**src/rtl/fifo_pkg.sv**
```systemverilog
`default_nettype none
// +----------------------------------------------------------------------+
// | Module   : fifo_pkg                                                  |
// | Purpose  : Shared constants for the FIFO family of blocks.           |
// | Contents : TRUE / FALSE flag constants, ONE / ZERO single-bit values.|
// | Revision : 1.0 - initial release                                     |
// +----------------------------------------------------------------------+
package fifo_pkg;

    localparam logic TRUE  = 1'b1;
    localparam logic FALSE = 1'b0;
    localparam logic ONE   = 1'b1;
    localparam logic ZERO  = 1'b0;

endpackage : fifo_pkg
`default_nettype wire

```
**src/rtl/fifo_ram.sv**
```systemverilog
`default_nettype none
// +----------------------------------------------------------------------+
// | Module   : fifo_ram                                                  |
// | Purpose  : WIDTH x 2**DEPTH_IN_BITS storage, one synchronous write   |
// |            port and one asynchronous read port. Contents are never   |
// |            reset.                                                    |
// | Ports    : clk              - clock, write on rising edge            |
// |            we               - write enable                           |
// |            waddr / wdata    - write address / data                   |
// |            raddr / rdata    - read address / combinational data      |
// | Revision : 1.0 - initial release                                     |
// +----------------------------------------------------------------------+
module fifo_ram
    import fifo_pkg::*;
#(
    parameter int WIDTH         = 32,
    parameter int DEPTH_IN_BITS = 4
) (
    input  logic                     clk,
    input  logic                     we,
    input  logic [DEPTH_IN_BITS-1:0] waddr,
    input  logic [WIDTH-1:0]         wdata,
    input  logic [DEPTH_IN_BITS-1:0] raddr,
    output logic [WIDTH-1:0]         rdata
);

    localparam int DEPTH = 2 ** DEPTH_IN_BITS;

    logic [WIDTH-1:0] r_mem [DEPTH];

    always_ff @(posedge clk) begin
        if (we == TRUE) begin
            r_mem[waddr] <= wdata;
        end
    end

    assign rdata = r_mem[raddr];

endmodule : fifo_ram
`default_nettype wire

```
**src/rtl/fifo_stat.sv**
```systemverilog
`default_nettype none
// +----------------------------------------------------------------------+
// | Module   : fifo_stat                                                 |
// | Purpose  : Synchronous FIFO with status flags, sticky error flags,   |
// |            synchronous clear and selectable first-word-fall-through  |
// |            (FWFT=1) or registered read (FWFT=0).                     |
// | Ports    : clk, reset (sync, active-high), clear (sync flush)        |
// |            we, data_w        - write request / data                  |
// |            req_r             - read request                          |
// |            data_r, valid_r   - read data / popped-word strobe        |
// |            full, empty, almost_full, almost_empty - status           |
// |            count             - stored words, 0..DEPTH                |
// |            overflow, underflow - sticky error flags                  |
// | Revision : 1.0 - initial release                                     |
// +----------------------------------------------------------------------+
module fifo_stat
    import fifo_pkg::*;
#(
    parameter int WIDTH         = 32,
    parameter int DEPTH_IN_BITS = 4,
    parameter int AFULL_LEVEL   = 12,
    parameter int AEMPTY_LEVEL  = 2,
    parameter int FWFT          = 1
) (
    input  logic                     clk,
    input  logic                     reset,
    input  logic                     clear,
    input  logic                     we,
    input  logic [WIDTH-1:0]         data_w,
    input  logic                     req_r,
    output logic [WIDTH-1:0]         data_r,
    output logic                     valid_r,
    output logic                     full,
    output logic                     empty,
    output logic                     almost_full,
    output logic                     almost_empty,
    output logic [DEPTH_IN_BITS:0]   count,
    output logic                     overflow,
    output logic                     underflow
);

    localparam int DEPTH = 2 ** DEPTH_IN_BITS;

    localparam logic [DEPTH_IN_BITS:0]   C_DEPTH   = (DEPTH_IN_BITS+1)'(DEPTH);
    localparam logic [DEPTH_IN_BITS:0]   C_AFULL   = (DEPTH_IN_BITS+1)'(AFULL_LEVEL);
    localparam logic [DEPTH_IN_BITS:0]   C_AEMPTY  = (DEPTH_IN_BITS+1)'(AEMPTY_LEVEL);
    localparam logic [DEPTH_IN_BITS-1:0] C_PTR_INC = DEPTH_IN_BITS'(ONE);
    localparam logic [DEPTH_IN_BITS:0]   C_CNT_INC = (DEPTH_IN_BITS+1)'(ONE);

    // Threshold legality is checked while the design elaborates.
    if ((AFULL_LEVEL < 1) || (AFULL_LEVEL > DEPTH)) begin : g_bad_afull
        $error("fifo_stat: AFULL_LEVEL %0d outside 1..%0d", AFULL_LEVEL, DEPTH);
    end
    if ((AEMPTY_LEVEL < 0) || (AEMPTY_LEVEL > DEPTH - 1)) begin : g_bad_aempty
        $error("fifo_stat: AEMPTY_LEVEL %0d outside 0..%0d", AEMPTY_LEVEL, DEPTH - 1);
    end

    logic [DEPTH_IN_BITS-1:0] r_wr_ptr;
    logic [DEPTH_IN_BITS-1:0] r_rd_ptr;
    logic [DEPTH_IN_BITS:0]   r_count;
    logic                     r_overflow;
    logic                     r_underflow;

    logic                     w_full;
    logic                     w_empty;
    logic                     w_wr_acc;
    logic                     w_rd_acc;
    logic [WIDTH-1:0]         w_rd_data;

    // Flags come straight from the registered count, so full/empty are
    // glitch-free and all DEPTH entries are usable. Reset and clear both
    // suppress acceptance so no pointer or memory side effects leak out.
    always_comb begin
        w_full   = (r_count == C_DEPTH);
        w_empty  = (r_count == '0);
        w_wr_acc = we    && !w_full  && !reset && !clear;
        w_rd_acc = req_r && !w_empty && !reset && !clear;
    end

    always_ff @(posedge clk) begin
        if (reset) begin
            r_wr_ptr    <= '0;
            r_rd_ptr    <= '0;
            r_count     <= '0;
            r_overflow  <= FALSE;
            r_underflow <= FALSE;
        end else if (clear) begin
            r_wr_ptr    <= '0;
            r_rd_ptr    <= '0;
            r_count     <= '0;
            r_overflow  <= FALSE;
            r_underflow <= FALSE;
        end else begin
            if (w_wr_acc) begin
                r_wr_ptr <= r_wr_ptr + C_PTR_INC;
            end
            if (w_rd_acc) begin
                r_rd_ptr <= r_rd_ptr + C_PTR_INC;
            end
            case ({w_wr_acc, w_rd_acc})
                2'b10:   r_count <= r_count + C_CNT_INC;
                2'b01:   r_count <= r_count - C_CNT_INC;
                default: r_count <= r_count;
            endcase
            if (we && w_full) begin
                r_overflow <= TRUE;
            end
            if (req_r && w_empty) begin
                r_underflow <= TRUE;
            end
        end
    end

    fifo_ram #(
        .WIDTH         (WIDTH),
        .DEPTH_IN_BITS (DEPTH_IN_BITS)
    ) u_ram (
        .clk   (clk),
        .we    (w_wr_acc),
        .waddr (r_wr_ptr),
        .wdata (data_w),
        .raddr (r_rd_ptr),
        .rdata (w_rd_data)
    );

    if (FWFT != 0) begin : g_fwft
        // Head entry is always presented; valid_r marks the cycle it pops.
        assign data_r  = w_rd_data;
        assign valid_r = w_rd_acc;
    end else begin : g_reg_read
        logic [WIDTH-1:0] r_data_r;
        logic             r_valid_r;

        always_ff @(posedge clk) begin
            if (reset) begin
                r_data_r  <= '0;
                r_valid_r <= FALSE;
            end else if (clear) begin
                // Data register keeps its last popped word across a flush.
                r_valid_r <= FALSE;
            end else begin
                r_valid_r <= w_rd_acc;
                if (w_rd_acc) begin
                    r_data_r <= w_rd_data;
                end
            end
        end

        assign data_r  = r_data_r;
        assign valid_r = r_valid_r;
    end

    assign full         = w_full;
    assign empty        = w_empty;
    assign almost_full  = (r_count >= C_AFULL);
    assign almost_empty = (r_count <= C_AEMPTY);
    assign count        = r_count;
    assign overflow     = r_overflow;
    assign underflow    = r_underflow;

endmodule : fifo_stat
`default_nettype wire

```
**config.mk**
```make
export PLATFORM = sky130hd
export DESIGN_NAME = fifo_stat
export DESIGN_NICKNAME = d
export VERILOG_FILES = /design/src/rtl/fifo_pkg.sv /design/src/rtl/fifo_ram.sv /design/src/rtl/fifo_stat.sv
export SDC_FILE = /design/constraint.sdc
export NUM_CORES = 1
export LEC_CHECK = 0
export CORE_UTILIZATION = 32
export DETAILED_ROUTE_END_ITERATION = 6
export GPL_TIMING_DRIVEN = 1
export SYNTH_ARGS = -nofsm -noshare
export SYNTH_HDL_FRONTEND = slang
export SYNTH_SLANG_ARGS = --single-unit
```
**constraint.sdc**
```tcl
create_clock -name clk -period 5.92 [get_ports clk]
set_clock_uncertainty 0.05 [all_clocks]
set_input_delay 0.592 -clock clk [delete_from_list [all_inputs] [get_ports clk]]
set_output_delay 0.592 -clock clk [all_outputs]
set_load 0.005 [all_outputs]
```
# Word level (Yosys, flattened, before mapping)
# Memory sizes are Yosys's and may differ from the RTL's. A register that Yosys moved wholly into a read port is not among the register bits.
# Index checks and enable logic that the tools add are counted.
# word_totals
input_bits	37
output_inout_bits	44
memories	1
ramBits	512
ff_bits	15
# memory_table
name	depth	word_bits	rd	rd_ports_with_merged_regs	write_ports	line_no	rtl
u_ram.r_mem	16	32	1	1	1	fifo_ram.sv:29	logic [WIDTH-1:0] r_mem [DEPTH];
# op_classes
n_eq_ne	3
muxes	5
order_cmp	2
n_addsub	4
reduce_logical	15
# ops
operator	count
$pmux 5 s2	1
$add 4x1->4 const B	2
$logic_and 1x1->1	8
$mux 4	2
$add 5x1->5 const B	1
$eq 5x5->1 const B	1
$ge 5x4->1 const B	1
$le 5x2->1 const B	1
$logic_not 5->1	1
$sub 5x1->5 const B	1
$logic_not 1->1	4
$eq 2x1->1 const B	1
$eq 2x2->1 const B	1
$mux 1	2
$reduce_bool 2->1	1
$reduce_or 2->1	1

# Longest topological paths before layout
# Gate-level depths: netlist of run 1.
# depth
word_depth	7
mapped_depth	11

# By module
# Synthesis of run 1 repeated with hierarchy kept, for this count alone.
# unflattened
cells_unflattened	895
area_unflattened_um2	20023.0
# by_module_without_submodules
module	n_inst	area_per_inst_um2	cells_each
fifo_ram	1	19213.4	806
fifo_stat	1	809.5	89

# Least setup slack after synthesis of run 1
# Ideal clock, no wire load.
# synth_timing
path_type	input port to flip-flop
from	in clear
to	mem u_ram.r_mem[3][0], enable pin
path_stages	5
path_slack_ns	1.547
arrival_time_ns	3.862
setup_ns	0.461
t_required_ns	5.409
path_cell_list	or2_2 -> buf_6 -> a211oi_1 -> nand2_1 -> nor3_1
# synth_between
elab_chain_cells	4
# synth_rtl
item	line_no	rtl
from (decl)	fifo_stat.sv:27	input logic clear,
$logic_not 1->1	fifo_stat.sv:76	w_wr_acc = we && !w_full && !reset && !clear;
$logic_and 1x1->1	fifo_stat.sv:76	
$mux 1	fifo_ram.sv:32	if (we == TRUE) begin
$mux 1 (implied by the code)	fifo_ram.sv:33	r_mem[waddr] <= wdata;
to (decl)	fifo_ram.sv:29	
# No other way between the ends.

==> results_dict.tcl, run 1 <==
set metrics [dict create \
    crit_arrival_ns 3.64 \
    rsz0062_at_grt "false" \
    tightest_slew_ns 1.24 \
    io_pins 81 \
    gp_congestion 0.701 \
    worstPathMaxFanout 29 \
    start_util 0.326 \
    area_growth_pct 18.4 \
    synthSimpleGateAreaFrac 0.0164 \
    synthAdderAreaFrac 0.00433 \
    dieArea_um2 64200 \
    cp.required_ns 5.28 \
    slew-limit-headroom 0.174 \
    htree_levels 2 \
    portBuffers 80 \
    cts_setup_buffers 0 \
    row_count 91 \
    gr-total-overflow 0 \
    synth-async-reset-ratio 0 \
    final_max_slew_viol_count 0 \
    cp-end-kind "primary output" \
    cts_resized 0 \
    cts.sinks 531 \
    fmaxAchievable_mhz 234 \
    crit_path_start_kind "flop" \
    peakVddDrop_mv 0.223 \
    wl_per_cell_um 22.7 \
    syn-num-nets 887 \
    synth_compound_area_frac 0.00588 \
    drt_pre_antenna_iters 5 \
    drv_cap 0 \
    critPathKind "flop to primary output" \
    power_density_nw_per_um2 317 \
    synth-seq-cells 531 \
    post-synth-top-area-cell "edfxtp_1" \
    dp_slack_ns 1.67 \
    ys.flop_type "edfxtp_1" \
    grt_pass1_vias 9647 \
    synth.avg_cell_area_um2 24.0 \
    cts.path.max_buffers 3 \
    drc 0 \
    synth_warnings 0 \
    synth_xor_area_frac 0.00390 \
    synth_area_um2 20200 \
    final_nets 1007 \
    die_w_um 253 \
    synthTopCellsByArea "edfxtp_1, mux4_2, dfxtp_1, nor2_1, clkbuf_1" \
    clk_latency_ns 0.60 \
    grtUsageTotal 0.135 \
    clkTransAtPathRegs_ns 0.06 \
    dr.first_iter.drc_count 658 \
    vias 9008 \
    clock-root-buffer "clkbuf_16" \
    grt_max_degree 70 \
    synth_top_family_by_area "multiplexers" \
    core_um2 62100 \
    worst_hold_path_type "flop to flop" \
    dp_hpwl_um 24000 \
    drt-total-wl_um 41900 \
    synth_most_common_cell "edfxtp_1" \
    cts_hold_buffers 0 \
    ys_seq_area_frac 0.779 \
    numCtsBuffers 54 \
    antenna_found_initial 0 \
    grt_pass1_wl_um 63400 \
    min_period_ns 4.28 \
    ant_nets 0 \
    postLayoutCoreUtil 0.386 \
    status "completed" \
    cts_tree "done" \
    setup_ws_ns 1.64 \
    synth-edff-count 512 \
    setup_tns_ns 0 \
    hold_viol 0 \
    synth_top_area_share 0.761 \
    syn_inst 843 \
    p_leak_uw 0.00711 \
    vias_per_cell 4.89 \
    setup_violations 0 \
    ys_types 38 \
    antenna_cells 0 \
    post-route-period-util 0.723 \
    drive_gt1_frac 0.284 \
    synthTopCellsByCount "edfxtp_1, mux4_2, nor2_1" \
    die_height_um 253 \
    synthMuxAreaShare 0.179 \
]
-- cells by family after synthesis --
logic type                 Yosys count
DFF                                531
muxes                              162
buffers and inverters               49
AOI/OAI and AO/OA                   19
xor gates and xnor gates             9
adders and majority gates            7
and+or+nand+nor                     66
-- layout make-up --
class                           count  area, um2
Fill cell                        5492      38100
Sequential cell                   531      15800
Multi-Input combinational cell    263       4350
Clock buffer                       64       1390
Tap cell                          837       1050
Timing Repair Buffer              106       1020
Clock inverter                     36        337
Inverter                            7       26.3
-- layer usage --
metal	global-route usage	part of all wire	vias to the layer above	routed length, um
met5	0	0	-	0
met4	0.0391	0.018	0	739
met3	0.0215	0.043	53	1790
met2	0.218	0.50	208	20800
met1	0.187	0.44	4891	18600
li1	-	-	3856	-
-- worst max-delay path: stages (launching register included) --
cell and delay [ns]:
dfxtp_4 0.76, buf_4 0.62, mux4_2 0.59, mux4_2 0.55, clkdlybuf4s50_1 0.49
-- sequential cells by signal (all words and copies together), names as in the netlist, named ones only --
signal and flops:
count 5, r_wr_ptr 4, u_ram.r_mem 512, overflow 1
underflow 1, r_rd_ptr 4
-- through the flow --
stage | power (uW) | area, um2 | std cells | hold WS, ns
floorplan | 4250 | 20200 | 843 | 0.410
global placement | 4350 | 22200 | 1744 | 0.419
detailed placement | 4350 | 22200 | 1744 | 0.413
CTS | 7660 | 23900 | 1844 | 0.432
global route | 7820 | 23900 | 1844 | 0.449
finish | 7580 | 23900 | 1844 | 0.427
-- where the power goes --
group	switching, uW	internal (uW)
sequential	4.10	4130
clock	1410	1900
combinational	81.9	57.3
total	1500	6090
-- path summary, 6_finish.rpt --
check / startpoint / to / slack, ns / depth (start not counted)
max reg2reg: count[2] / u_ram.r_mem[15][22] / 2.56 / 5
max: flop / data_r[1] / 1.64 / 4
min reg2reg: underflow / underflow / 0.43 / 2
min: underflow / underflow / 0.43 / 2
-- cell usage in the layout, fill, tap and decap left out, types with 7 or more instances in the layout --
master / n
edfxtp_1: 512
clkdlybuf4s50_1: 80
clkbuf_16: 54
nand2_1: 10
nor2_4: 12
buf_4: 24
inv_1: 7
clkinv_1: 15
a21oi_1: 9
clkinv_2: 10
ha_1: 7
clkbuf_1: 10
nor2_1: 19
dfxtp_1: 15
mux4_2: 160
Power figures use the tool's default switching activity.
==> run 2: changes to the inputs <==
Clock period 5.92 ns to 4.3 ns, I/O delays scaled along.
==> run 2 against run 1 <==
Compared with the run above: largest power group unchanged; final area up 0.77%; core utilization up 0.30 points; sequential share of layout area down 0.50 points; die area unchanged; clock power up 35%; worst setup slack worse by 1.2 ns; largest cell class unchanged; non-clock buffer count up 12; sequential power up 38%; via count down 0.42%; final cell count up 0.54%.
==> results_dict.tcl, run 2 (same netlist as run 1, synthesis figures left out) <==
set metrics [dict create \
    crit_path_start_kind "flop" \
    hold_viol 0 \
    swShare 0.193 \
    final_max_slew_viol_count 0 \
    cts_hold_buffers 0 \
    pwr-share-seq 0.549 \
    final_cell_mix "edfxtp_1, mux4_2, clkdlybuf4s50_1, clkbuf_16, buf_4" \
    cp-end-kind "primary output" \
    io_pins 81 \
    place_inst 1756 \
    status "completed" \
    setup_tns_ns 0 \
    cts_tree "done" \
    clk_latency_ns 0.58 \
    grt_pass1_wl_um 62800 \
    stdcell_count 1854 \
    slew-limit-headroom 0.472 \
    post-route-period-util 0.888 \
    worst_hold_path_type "flop to flop" \
    tightest_slew_ns 0.792 \
    drt-total-wl_um 42600 \
    dr.first_iter.drc_count 695 \
    dp_hpwl_um 23000 \
    grtUsageTotal 0.135 \
    gp_congestion 0.695 \
    r2r_slack_ns 1.26 \
    final_nets 1019 \
    clock-root-buffer "clkbuf_16" \
    antenna_cells 0 \
    setup_ws_ns 0.484 \
    peakVddDrop_mv 0.275 \
    numCtsBuffers 54 \
    postLayoutCoreUtil 0.389 \
    worstPathMaxFanout 31 \
    start_util 0.326 \
    gr-total-overflow 0 \
    cell_internal_pwr_uw 8350 \
    cts_resized 0 \
    drt_pre_antenna_iters 4 \
    ant_nets 0 \
    min_period_ns 3.82 \
    die_height_um 253 \
    core_um2 62100 \
    vias 8970 \
    top_register "u_ram.r_mem" \
    power_uw 10400 \
    largest_register_ffs 512 \
    final_common_cell "edfxtp_1" \
    clkTransAtPathRegs_ns 0.06 \
    setup_violations 0 \
    fillCellCount 5455 \
    grt_max_degree 50 \
    cts.path.max_buffers 3 \
    dp_slack_ns 0.623 \
    cp.required_ns 3.82 \
    drive_gt1_frac 0.288 \
    fmaxAchievable_mhz 262 \
    htree_levels 2 \
    drc 0 \
    area_growth_pct 19.3 \
    p_leak_uw 0.00717 \
    portBuffers 80 \
    cts_setup_buffers 0 \
    grt_pass1_vias 9574 \
    clkPwrFrac 0.433 \
    power_frac_comb 0.018 \
    crit_arrival_ns 3.34 \
    rsz0062_at_grt "false" \
    cts.sinks 531 \
    antenna_found_initial 3 \
    critPathKind "flop to primary output" \
    row_count 91 \
    die_w_um 253 \
    p_sw_uw 2000 \
    dieArea_um2 64200 \
    wl_per_cell_um 23.0 \
    vias_per_cell 4.84 \
    drv_cap 0 \
    power_density_nw_per_um2 429 \
]
-- run 2: critical path, cell delays in order, from the launching register on --
cell and delay (ns):
dfxtp_4 0.80, buf_4 0.36, mux4_2 0.53, mux4_2 0.54, clkdlybuf4s50_1 0.47
-- run 2: per-layer routing --
metal	track usage	routed length, um
met1	0.179	18500
met2	0.225	21200
met3	0.0303	2020
met4	0.0322	741
met5	0	42
-- run 2: metrics by stage --
stage,instance area [um2],hold slack [ns]
floorplan,20200,0.410
global placement,22400,0.419
detailed placement,22400,0.415
CTS,24100,0.435
global route,24100,0.473
finish,24100,0.427
-- run 2: final timing paths --
check	from	endpoint	cells after the start
max	flop	data_r[3]	4
min	underflow	underflow	2
max reg2reg	count[1]	count[4]	11
min reg2reg	underflow	underflow	2
-- run 2: power by group through the flow --
stage                     registers [uW]  clock network, uW  logic, uW
after floorplan                     5800                  0       54.9
after global placement              5800                  0        181
after detailed placement            5800                  0        188
after CTS                           5690               4590        188
after global routing                5690               4760        201
final                               5690               4480        184
-- run 2: layout make-up --
| class | instances | area, um2 | area share |
|---|---|---|---|
| clock buffers | 71 | 1440 | 0.0595 |
| clock inverters | 27 | 245 | 0.0102 |
| inverters | 7 | 26.3 | 0.00109 |
| multi-input cells | 263 | 4350 | 0.180 |
| flip-flops and latches | 531 | 15800 | 0.654 |
| well taps | 837 | 1050 | 0.0434 |
| repair buffers | 118 | 1250 | 0.0518 |
